`src/rtl/sdram_arbit.sv`:
```
// SDRAM command-bus arbiter: gates on init completion, then grants refresh,
// write and read clients in fixed priority and muxes their command buses.
module sdram_arbit #(
    parameter logic [3:0] CMD_NOP = 4'b0111
) (
    input  logic        clk,
    input  logic        reset,
    input  logic        init_end,
    input  logic [3:0]  init_cmd,
    input  logic [1:0]  init_bank_addr,
    input  logic [12:0] init_addr,
    input  logic        aref_req,
    input  logic        aref_end,
    input  logic [3:0]  aref_cmd,
    input  logic [1:0]  aref_bank_addr,
    input  logic [12:0] aref_addr,
    input  logic        wr_req,
    input  logic        wr_end,
    input  logic [3:0]  wr_cmd,
    input  logic [1:0]  wr_bank_addr,
    input  logic [12:0] wr_sdram_addr,
    input  logic [15:0] wr_sdram_data,
    input  logic        wr_sdram_en,
    input  logic        rd_req,
    input  logic        rd_end,
    input  logic [3:0]  rd_cmd,
    input  logic [1:0]  rd_bank_addr,
    input  logic [12:0] rd_sdram_addr,
    output logic        aref_en,
    output logic        wr_en,
    output logic        rd_en,
    output logic [3:0]  sdram_cmd,
    output logic [1:0]  sdram_bank_addr,
    output logic [12:0] sdram_addr,
    output logic [15:0] sdram_dq_out,
    output logic        sdram_dq_oe,
    output logic [2:0]  state_dbg
);

    // Handshake: a client holds *_req until its *_en rises, then owns the bus
    // until it pulses *_end; *_end from any other client is ignored.
    typedef enum logic [2:0] {
        IDLE  = 3'd0,
        ARBIT = 3'd1,
        AREF  = 3'd2,
        WRITE = 3'd3,
        READ  = 3'd4
    } state_t;

    state_t state_q, state_d;
    logic   aref_en_q, aref_en_d;
    logic   wr_en_q, wr_en_d;
    logic   rd_en_q, rd_en_d;

    always_comb begin
        state_d   = state_q;
        aref_en_d = aref_en_q;
        wr_en_d   = wr_en_q;
        rd_en_d   = rd_en_q;
        case (state_q)
            IDLE: begin
                if (init_end) state_d = ARBIT;
            end
            ARBIT: begin
                if (aref_req) begin
                    state_d   = AREF;
                    aref_en_d = 1'b1;
                end else if (wr_req) begin
                    state_d = WRITE;
                    wr_en_d = 1'b1;
                end else if (rd_req) begin
                    state_d = READ;
                    rd_en_d = 1'b1;
                end
            end
            AREF: begin
                if (aref_end) begin
                    state_d   = ARBIT;
                    aref_en_d = 1'b0;
                end
            end
            WRITE: begin
                if (wr_end) begin
                    state_d = ARBIT;
                    wr_en_d = 1'b0;
                end
            end
            READ: begin
                if (rd_end) begin
                    state_d = ARBIT;
                    rd_en_d = 1'b0;
                end
            end
            default: begin
                state_d   = IDLE;
                aref_en_d = 1'b0;
                wr_en_d   = 1'b0;
                rd_en_d   = 1'b0;
            end
        endcase
    end

    always_ff @(posedge clk or posedge reset) begin
        if (reset) begin
            state_q   <= IDLE;
            aref_en_q <= 1'b0;
            wr_en_q   <= 1'b0;
            rd_en_q   <= 1'b0;
        end else begin
            state_q   <= state_d;
            aref_en_q <= aref_en_d;
            wr_en_q   <= wr_en_d;
            rd_en_q   <= rd_en_d;
        end
    end

    // Bus mux decodes the state register only, so an async reset reroutes it at once.
    always_comb begin
        sdram_cmd       = CMD_NOP;
        sdram_bank_addr = 2'b11;
        sdram_addr      = 13'h1FFF;
        sdram_dq_out    = 16'h0000;
        sdram_dq_oe     = 1'b0;
        case (state_q)
            IDLE: begin
                sdram_cmd       = init_cmd;
                sdram_bank_addr = init_bank_addr;
                sdram_addr      = init_addr;
            end
            AREF: begin
                sdram_cmd       = aref_cmd;
                sdram_bank_addr = aref_bank_addr;
                sdram_addr      = aref_addr;
            end
            WRITE: begin
                sdram_cmd       = wr_cmd;
                sdram_bank_addr = wr_bank_addr;
                sdram_addr      = wr_sdram_addr;
                sdram_dq_out    = wr_sdram_data;
                sdram_dq_oe     = wr_sdram_en;
            end
            READ: begin
                sdram_cmd       = rd_cmd;
                sdram_bank_addr = rd_bank_addr;
                sdram_addr      = rd_sdram_addr;
            end
            default: ;
        endcase
    end

    assign aref_en   = aref_en_q;
    assign wr_en     = wr_en_q;
    assign rd_en     = rd_en_q;
    assign state_dbg = state_q;

endmodule
```
`config.mk`:
```
export PLATFORM = sky130hd
export DESIGN_NAME = sdram_arbit
export DESIGN_NICKNAME = d
export VERILOG_FILES = /design/src/rtl/sdram_arbit.sv
export SDC_FILE = /design/constraint.sdc
export NUM_CORES = 1
export LEC_CHECK = 0
export ABC_AREA = 1
export CORE_MARGIN = 10
export CORE_UTILIZATION = 28
export DETAILED_ROUTE_END_ITERATION = 10
export GPL_TIMING_DRIVEN = 0
export MAX_ROUTING_LAYER = met4
export PLACE_DENSITY = 0.87
export RECOVER_POWER = 100
export SKIP_CTS_REPAIR_TIMING = 1
export SYNTH_ARGS = -nofsm -noshare
export SYNTH_HDL_FRONTEND = slang
export SYNTH_SLANG_ARGS = --single-unit
```
`constraint.sdc`:
```
create_clock -name clk -period 3.9 [get_ports clk]
set_input_delay 0.78 -clock clk [delete_from_list [all_inputs] [get_ports clk]]
set_output_delay 0.78 -clock clk [all_outputs]
set_load 0.05 [all_outputs]
```
* Word level (Yosys, flattened, before mapping)
Cells that the tools add are included.
W data, S select, Z words.
** Storage, ports and cells
- Register bits after elaboration :: 6
- Input port bits :: 102
- Output and inout bits :: 42
** Operators by class
- Reduce and logical (&&, ||, !) cells :: 8
- Muxes and demuxes :: 25
- Eq/ne operators :: 14
- Bitwise gates (word level) :: 3
** Operators with widths (number)
- $pmux W13 S4 :: 1
- $mux W3 :: 7
- $ne A2 B2 Y1 const B :: 9
- $mux W16 :: 1
- $pmux W4 S4 :: 1
- $pmux W3 S5 :: 1
- $mux W1 :: 10
- $reduce_and A5 Y1 :: 2
- $pmux W1 S3 :: 3
- $reduce_or A3 Y1 :: 3
- $pmux W2 S4 :: 1
- $eq A3 B2 Y1 const B :: 2
- $ne A4 B4 Y1 const B :: 1
- $reduce_and A4 Y1 :: 1
- $eq A3 B1 Y1 const B :: 1
- $eq A3 B3 Y1 const B :: 1
- $logic_not A3 Y1 :: 1
- $not A1 Y1 :: 3
- $reduce_and A3 Y1 :: 1

* Depth between registers and ports, before layout
Gate-level depths: netlist of the first run.
- Word-level depth :: 4
- Depth in mapped cells :: 8

* Worst setup path after synthesis of the first run
OpenSTA, ideal clock, no wires.
- Path type :: flip-flop to output port
- Start :: register state_q[1] (netlist: state_dbg[1])
- End :: output port sdram_dq_out[10]
- Setup slack :: 1.141 ns
- Cell stages (with the launch flop) :: 6
- Data required time :: 3.120 ns
- Data arrival time :: 1.979 ns
- Path through :: dfrtp_1 nand2_1 nor2_2 inv_2 buf_2 nor2_1
** On the way
- Cells in the longest elaborated chain, start to end :: 2
** Ends and longest elaborated chain
- start: declaration :: RTL line 50 : state_t state_q, state_d;
- start signal: assignment :: RTL line 110 : state_q <= state_d;
- $eq A3 B2 Y1 :: RTL line 124 : case (state_q)
- $mux W16 :: RTL line 124
- end: declaration :: RTL line 35 : output logic [15:0] sdram_dq_out,
Every way passes these cells.

* Final worst setup path of the first run
- Start :: register state_q[1] (netlist: state_dbg[1])
- End :: output port sdram_addr[3]
** On the way
- Cells in the longest elaborated chain, start to end :: 2
- Elaborated cells between the ends (all ways) :: 5
** Ends and longest elaborated chain
- $eq A3 B3 Y1 (tied with other cells) :: RTL line 124
- $pmux W13 S4 (*) :: RTL line 124
- end: declaration :: RTL line 34 : output logic [12:0] sdram_addr,
Mark *: on every way between the ends. The rest lies on a longest branch, timed or not.

==> results.toml, run 1 <==
[clocking]
cts.sinks = 6
cts_buffers = 3
cts_buffer_depth = 2
htreeDepth = 1
path_clk_slew_ns = 0.04
cts-root-buf = "clkbuf_8"
clk_latency_ns = 0.23
cts_tree = "yes"

[routing]
vias = 1920
post_drt_wl_per_cell_um = 15.5
routed_via_density = 4.73
first_pass_iters = 5
drtIter0Drc = 100
drt.antenna.violating_nets = 0
drc = 0
drt_wl_total_mm = 6.28

[job]
max_cap_violations = 0

[power]
combPwrFrac_pct = 90.3
p_sw_mw = 1.43
vdd_drop_max_uv = 500
powerDensity_nw_per_um2 = 824
total_leakage_power_nw = 1.26
clockPowerShare_pct = 4.3
p_int_mw = 0.780
p_seq_share_pct = 5.5
swShare_pct = 64.6
power_mw = 2.21

[timing]
hold_ws_ns = 0.485
fmax_mhz = 309
rsz0062_at_grt = "no"
fin_crit_sh_pct = 83.0
min_period_ns = 3.24
hold_viol = 0
slew_violations = 0
setup-violations-final = 0
slew_headroom_pct = 63.6
setup_tns_ns = 0
finalWorstSetupSlack_ns = 0.662
worstMarginPinSlew_ns = 0.544
fin_worst_skew_ns = 0.00296

[synth]
synthesis.area_um2 = 1140
synth-edff-count = 0
ys_types = 21
async_reset_ff_share_pct = 100
synth_ff_type = "dfrtp_1"
synth_seq_area_share_pct = 13.2
yosys_warnings = 0
synth_nets = 312
synth-seq-cells = 6
avgSynthCellArea_um2 = 5.43
synth_cells = 210

[floorplan]
die_w_um = 83.8
die_area_um2 = 7020
row_count = 23
die_h_um = 83.8
coreArea_um2 = 3970
ios = 144
start_util_pct = 28.7

[worst_setup_path]
r2r_start = "state_dbg[2]$_DFFE_PP0P_"
crit_path_end_kind = "output pin"
path_class = "reg2out"
cp-start-kind = "register"
reg2reg_slack_ns = 2.58
r2r_cells = 6
cp_max_fo = 10
required_ns = 3.12
r2r_end = "rd_en$_DFFE_PP0P_"
crit_arrival_ns = 2.46

[hold_path]
whs_endpoint = "rd_en$_DFFE_PP0P_"
min_from = "rd_en$_DFFE_PP0P_"
min_path_type = "reg2reg"
min_path_cells = 2

[global_routing]
grtUsageTotal_pct = 17.3
grt_max_degree = 11
grt_remaining_overflow = 0
grt_pass1_wl_mm = 9.81
grt_pass1_vias = 1944
antenna_found_initial = 0

[layout]
drive_gt1_share_pct = 7.30
fin_nets = 460
diodes = 0
fillers = 358
area_growth_pct = 135
final_common_cell = "clkdlybuf4s50_1"
final_cell_mix = "clkdlybuf4s50_1, nand2_1, dlygate4sd3_1"

[place]
numPortBuffers = 143
place_ws_ns = 0.797
post-dp-hpwl_mm = 5.46
gp_congestion = 0.917

[status]
outcome = "complete, no violations"
-- sequential cells by signal, summed over array words and instances, names as in the netlist --
name / count
state_dbg: 3
wr_en: 1
aref_en: 1
rd_en: 1
-- Yosys cell counts, types with 2 or more instances --
| master | number | share of area (%) |
|---|---|---|
| nor2_2 | 2 | 1.1 |
| nand3_1 | 32 | 14 |
| a22oi_1 | 6 | 4.0 |
| inv_2 | 6 | 2.0 |
| a21oi_2 | 2 | 1.5 |
| buf_4 | 2 | 1.3 |
| dfrtp_1 | 6 | 13 |
| o21ai_0 | 2 | 0.88 |
| nor2_1 | 22 | 7.2 |
| nand2_1 | 60 | 20 |
| inv_1 | 30 | 9.9 |
| buf_6 | 3 | 3.0 |
| nor2_4 | 2 | 2.0 |
| nand4_1 | 17 | 9.3 |
| a21oi_1 | 10 | 4.4 |
| buf_2 | 3 | 1.3 |
-- power groups by stage --
stage	registers (mW)	logic [mW]	clock network, mW
after floorplan	0.204	1.30	0
after global placement	0.121	2.08	0
after detailed placement	0.122	2.10	0
after CTS	0.122	2.11	0.0954
after global routing	0.125	2.12	0.101
final	0.121	1.99	0.0938
-- worst max path at each step --
stage,from,cells after the start,slack [ns],end
CTS,state_dbg[1]$_DFFE_PP0P_,6,0.72,sdram_addr[3]
finish,state_dbg[1]$_DFFE_PP0P_,6,0.66,sdram_addr[3]
global placement,init_bank_addr[1],6,0.82,sdram_bank_addr[1]
floorplan,state_dbg[1]$_DFFE_PP0P_,5,1.14,sdram_dq_out[10]
global route,state_dbg[1]$_DFFE_PP0P_,6,0.53,sdram_addr[1]
detailed placement,init_addr[4],6,0.80,sdram_addr[4]
-- cell families after synthesis --
kind of cell	Yosys count	share of synthesized area [%]
simple gates	138	56.5
buf+inv	46	19.5
compound gates	20	10.8
flops	6	13.2
-- through the flow --
stage	area, um^2	util [%]	instances
floorplan	1140	-	210
global placement	2630	66.3	403
detailed placement	2630	66.3	403
CTS	2680	67.4	406
global route	2680	67.4	406
finish	2680	67.4	406
-- worst max-delay path, cell delays in order, from the launching register on --
cell           delay (ns)
dfrtp_1              0.47
nor2_4               0.22
buf_2                0.25
buf_4                0.21
nand3_1              0.09
nand4_1              0.11
dlygate4sd3_1        0.88
-- metal layers --
metal  vias up  global-route usage [%]  wire length [um]
li1        977                       -                 -
met1       843                    19.4              2560
met2        92                    30.8              3300
met3         8                    2.93               333
met4         0                    4.57                86
met5         -                       -                 0
-- layout make-up --
type / instances / area [um^2] / area share (%)
Buffer: 10 / 87.6 / 3.27
Clock buffer: 3 / 41.3 / 1.54
Inverter: 36 / 135 / 5.05
Multi-Input combinational cell: 158 / 767 / 28.7
Sequential cell: 6 / 150 / 5.61
Tap cell: 50 / 62.6 / 2.34
Timing Repair Buffer: 143 / 1430 / 53.5
Note: power is estimated with default switching activity, not from simulation.
==> inputs of run 2 (changes only) <==
--- a/config.mk
+++ b/config.mk
@@ -7,11 +7,11 @@
 export LEC_CHECK = 0
 export ABC_AREA = 1
 export CORE_MARGIN = 10
-export CORE_UTILIZATION = 28
+export CORE_UTILIZATION = 26
 export DETAILED_ROUTE_END_ITERATION = 10
 export GPL_TIMING_DRIVEN = 0
 export MAX_ROUTING_LAYER = met4
-export PLACE_DENSITY = 0.87
+export PLACE_DENSITY = 0.81
 export RECOVER_POWER = 100
 export SKIP_CTS_REPAIR_TIMING = 1
 export SYNTH_ARGS = -nofsm -noshare
==> constraint.sdc (replaced) <==
create_clock -name clk -period 3.2 [get_ports clk]
set_input_delay 0.64 -clock clk [delete_from_list [all_inputs] [get_ports clk]]
set_output_delay 0.64 -clock clk [all_outputs]
set_load 0.05 [all_outputs]
==> results.toml, run 2 (synthesized netlist as in run 1, its figures left out) <==
[timing]
finalWorstSetupSlack_ns = 0.117
fin_worst_skew_ns = 0.00713
setup-violations-final = 0
hold_ws_ns = 0.467
slew_headroom_pct = 63.8
setup_tns_ns = 0
hold_viol = 0
rsz0062_at_grt = "no"
worstMarginPinSlew_ns = 0.542
fin_crit_sh_pct = 96.3
fmax_mhz = 324
slew_violations = 0
min_period_ns = 3.08

[worst_setup_path]
required_ns = 2.56
cp-start-kind = "register"
path_class = "reg2out"
crit_arrival_ns = 2.44
max_stage_delay_ns = 0.82
cp_max_fo = 10
r2r_cells = 6
cpMaxStageDelayCell = "clkdlybuf4s50_1"
path_cells = "nor2_4, clkbuf_2, buf_4, nand3_1, nand4_1, clkdlybuf4s50_1"
crit_path_end_kind = "output pin"

[floorplan]
die_h_um = 86.2
die_area_um2 = 7430
row_count = 24
start_util_pct = 26.5
die_w_um = 86.2
ios = 144
coreArea_um2 = 4290

[power]
clockPowerShare_pct = 4.2
vdd_drop_max_uv = 524
power_mw = 2.76
combPwrFrac_pct = 90.3
powerDensity_nw_per_um2 = 1030
total_leakage_power_nw = 1.26
p_sw_mw = 1.75
swShare_pct = 63.4
p_int_mw = 1.01
p_seq_share_pct = 5.5

[routing]
drt_wl_total_mm = 6.32
post_drt_wl_per_cell_um = 15.5
first_pass_iters = 4
vias = 1878
drtIter0Drc = 65
drc = 0
routed_via_density = 4.60
drt.antenna.violating_nets = 0

[layout]
final_common_cell = "clkdlybuf4s50_1"
fin_area_um2 = 2680
area_growth_pct = 135
fillers = 407
utilization_pct = 62.4
largest_reg_flops = 3
final_cell_mix = "clkdlybuf4s50_1, nand2_1, nand3_1"
diodes = 0
layout.cells.non_filler = 408
fin_nets = 460
drive_gt1_share_pct = 7.30

[clocking]
cts_tree = "yes"
cts_buffers = 3
htreeDepth = 1
cts-root-buf = "clkbuf_8"
path_clk_slew_ns = 0.03
clk_latency_ns = 0.23
cts_buffer_depth = 2
cts.sinks = 6

[global_routing]
grt_pass1_wl_mm = 9.64
grt_remaining_overflow = 0
grt_max_degree = 11
antenna_found_initial = 0
grtUsageTotal_pct = 16.2
grt_pass1_vias = 1923

[job]
max_cap_violations = 0

[place]
place_ws_ns = 0.373
post-dp-hpwl_mm = 5.44
gp_congestion = 0.924
numPortBuffers = 143
place_inst = 405
placed_cell_area_um2 = 2640

[status]
outcome = "complete, no violations"

[hold_path]
min_path_cells = 2
min_path_type = "reg2reg"
-- run 2: worst paths after layout --
kind                                     startpoint                   to  slack [ns]
min in group asynchronous                     reset    wr_en$_DFFE_PP0P_        0.78
setup reg to reg           state_dbg[2]$_DFFE_PP0P_    rd_en$_DFFE_PP0P_        1.84
hold reg to reg                 aref_en$_DFFE_PP0P_  aref_en$_DFFE_PP0P_        0.47
hold / removal                  aref_en$_DFFE_PP0P_  aref_en$_DFFE_PP0P_        0.47
max in group asynchronous                     reset    rd_en$_DFFE_PP0P_        2.22
setup / recovery           state_dbg[1]$_DFFE_PP0P_       sdram_addr[10]        0.12
-- run 2: layout make-up --
cell class | instances | area, um^2 | share of cell area [%]
inverter | 36 | 135 | 5.05
tap | 52 | 65.1 | 2.43
clock buffer | 3 | 41.3 | 1.54
timing repair buffer | 143 | 1430 | 53.5
multi-input combinational | 158 | 767 | 28.6
buffer | 10 | 87.6 | 3.27
sequential | 6 | 150 | 5.61
-- run 2: layer usage --
metal	share of wire (%)	GRT usage [%]
met5	0	-
met4	1.2	4.27
met3	5.6	2.63
met2	52	27.5
met1	41	19.3
-- run 2: worst max-delay path: cells and delay by family, from the launching register on --
family	cells	cell delay [ns]
buffers and inverters	3	1.30
DFF	1	0.47
and+or+nand+nor	3	0.44
-- run 2: power groups by stage --
stage               sequential [mW]  combinational, mW  clock (mW)
floorplan                     0.249               1.59           0
detailed placement            0.152               2.56           0
global placement              0.149               2.54           0
CTS                           0.151               2.56       0.118
finish                        0.151               2.49       0.117
global route                  0.156               2.64       0.124
==> inputs of run 3 (changes only) <==
--- a/config.mk
+++ b/config.mk
@@ -5,14 +5,15 @@
 export SDC_FILE = /design/constraint.sdc
 export NUM_CORES = 1
 export LEC_CHECK = 0
-export ABC_AREA = 1
+export ABC_AREA = 0
 export CORE_MARGIN = 10
-export CORE_UTILIZATION = 26
+export CORE_UTILIZATION = 25
 export DETAILED_ROUTE_END_ITERATION = 10
 export GPL_TIMING_DRIVEN = 0
 export MAX_ROUTING_LAYER = met4
 export PLACE_DENSITY = 0.81
 export RECOVER_POWER = 100
+export SETUP_SLACK_MARGIN = 0.2
 export SKIP_CTS_REPAIR_TIMING = 1
 export SYNTH_ARGS = -nofsm -noshare
 export SYNTH_HDL_FRONTEND = slang
==> results.toml, run 3 <==
[worst_setup_path]
crit_path_end_kind = "output pin"
r2r_end = "wr_en$_DFFE_PP0P_"
r2r_start = "state_dbg[0]$_DFFE_PP0P_"
path_class = "in2out"
required_ns = 2.56
cp-start-kind = "primary input"
r2r_cells = 4
reg2reg_slack_ns = 1.93
cp_max_fo = 1
crit_arrival_ns = 2.30

[global_routing]
antenna_found_initial = 0
grtUsageTotal_pct = 15.9
grt_remaining_overflow = 0
grt_max_degree = 11
grt_pass1_vias = 1739
grt_pass1_wl_mm = 9.17

[timing]
setup-violations-final = 0
hold_ws_ns = 0.502
fin_worst_skew_ns = 0.00476
hold_viol = 0
fmax_mhz = 340
worstMarginPinSlew_ns = 0.639
rsz0062_at_grt = "no"
fin_crit_sh_pct = 92.0
slew_violations = 0
min_period_ns = 2.94
setup_tns_ns = 0
slew_headroom_pct = 57.6

[routing]
drc = 0
first_pass_iters = 4
drt_wl_total_mm = 5.92
drt.antenna.violating_nets = 0
drtIter0Drc = 49
vias = 1550
routed_via_density = 4.83
post_drt_wl_per_cell_um = 18.4

[floorplan]
row_count = 23
die_w_um = 85.8
coreArea_um2 = 4090
die_h_um = 85.8
ios = 144
die_area_um2 = 7370
start_util_pct = 26.5

[layout]
drive_gt1_share_pct = 5.54
multi_input_area_um2 = 828
diodes = 0
fin_area_um2 = 2560
register_area_um2 = 150
final_common_cell = "clkdlybuf4s50_1"
area_growth_pct = 136
final_cell_mix = "clkdlybuf4s50_1, mux2i_1, dlygate4sd3_1"
largest_reg_flops = 3
fillers = 389
utilization_pct = 62.6
fin_nets = 375

[synth]
synth.area.top_cells = "mux2i_1, dfrtp_1, a22oi_1"
synth_common_cells = "mux2i_1, a22oi_1, and2_1, dfrtp_1, buf_6"
ys_types = 31
synth_cells = 125
synthesis.area_um2 = 1080
synth-seq-cells = 6
synth_ff_type = "dfrtp_1"
netlist.area_leader.share_pct = 36.0
synth_nets = 227
synth_most_common_cell = "mux2i_1"
avgSynthCellArea_um2 = 8.67
synth_seq_area_share_pct = 13.9
async_reset_ff_share_pct = 100
yosys_warnings = 0
synth-edff-count = 0
synth_top_area_cell = "mux2i_1"

[hold_path]
min_path_type = "reg2reg"
whs_endpoint = "rd_en$_DFFE_PP0P_"
min_from = "rd_en$_DFFE_PP0P_"
min_path_cells = 1

[clocking]
path_clk_slew_ns = 0.04
cts_tree = "yes"
clk_latency_ns = 0.23
cts.sinks = 6
cts_buffer_depth = 2
cts-root-buf = "clkbuf_8"
htreeDepth = 1
cts_buffers = 3

[power]
total_leakage_power_nw = 1.06
powerDensity_nw_per_um2 = 864
power_mw = 2.21
vdd_drop_max_uv = 531

[place]
numPortBuffers = 143
placed_cell_area_um2 = 2580
gp_congestion = 0.773
post-dp-hpwl_mm = 5.19

[status]
outcome = "complete, no violations"

[job]
max_cap_violations = 0
run 3: per-stage QoR:
| stage | setup slack [ns] | instances |
|---|---|---|
| 3_3_place_gp | 0.201 | 318 |
| 4_1_cts | 0.198 | 321 |
| 6_report | 0.257 | 321 |
| 2_1_floorplan | 0.564 | 125 |
| 3_5_place_dp | 0.204 | 318 |
| 5_1_grt | 0.179 | 321 |
run 3: area by class of cell:
type	instances	area share [%]
flip-flops and latches	6	5.87
well taps	50	2.44
repair buffers	143	53.6
clock buffers	3	1.61
plain buffers	12	3.81
inverters	2	0.293
multi-input cells	105	32.4
run 3: cell families (layout without fill, tap and decap cells):
logic type	Yosys count	after routing	synth area share, %
flip-flops	6	6	13.9
AO/OA/AOI/OAI	31	31	20.6
buffers and inverters	14	160	9.70
AND/OR/NAND/NOR	35	35	19.9
multiplexers	39	39	36.0
run 3: worst max-delay path by stage:
stage / end / from / cells past startpoint
floorplan: sdram_addr[2] / state_dbg[1]$_DFFE_PP0P_ / 5
global placement: sdram_cmd[3] / aref_cmd[3] / 5
detailed placement: sdram_cmd[3] / aref_cmd[3] / 5
CTS: sdram_cmd[3] / aref_cmd[3] / 5
global route: sdram_addr[11] / wr_sdram_addr[11] / 4
finish: sdram_cmd[1] / wr_cmd[1] / 4
run 3: routing by layer:
metal | vias up | share of wire, % | global-route usage (%)
met1 | 682 | 42 | 18.4
li1 | 757 | - | -
met3 | 4 | 12 | 6.62
met2 | 107 | 45 | 24.5
met5 | - | 0 | -
met4 | 0 | 1.1 | 4.49
run 3: critical path, stage by stage:
cell and delay, ns:
clkdlybuf4s50_1 0.49, mux2i_1 0.08, a22oi_1 0.19, dlygate4sd3_1 0.91
run 3: report_power, final:
part	internal (mW)	leakage, nW	switching, mW
logic	0.648	0.970	1.31
clock network	0.0812	0.0216	0.0371
registers	0.109	0.0728	0.0287
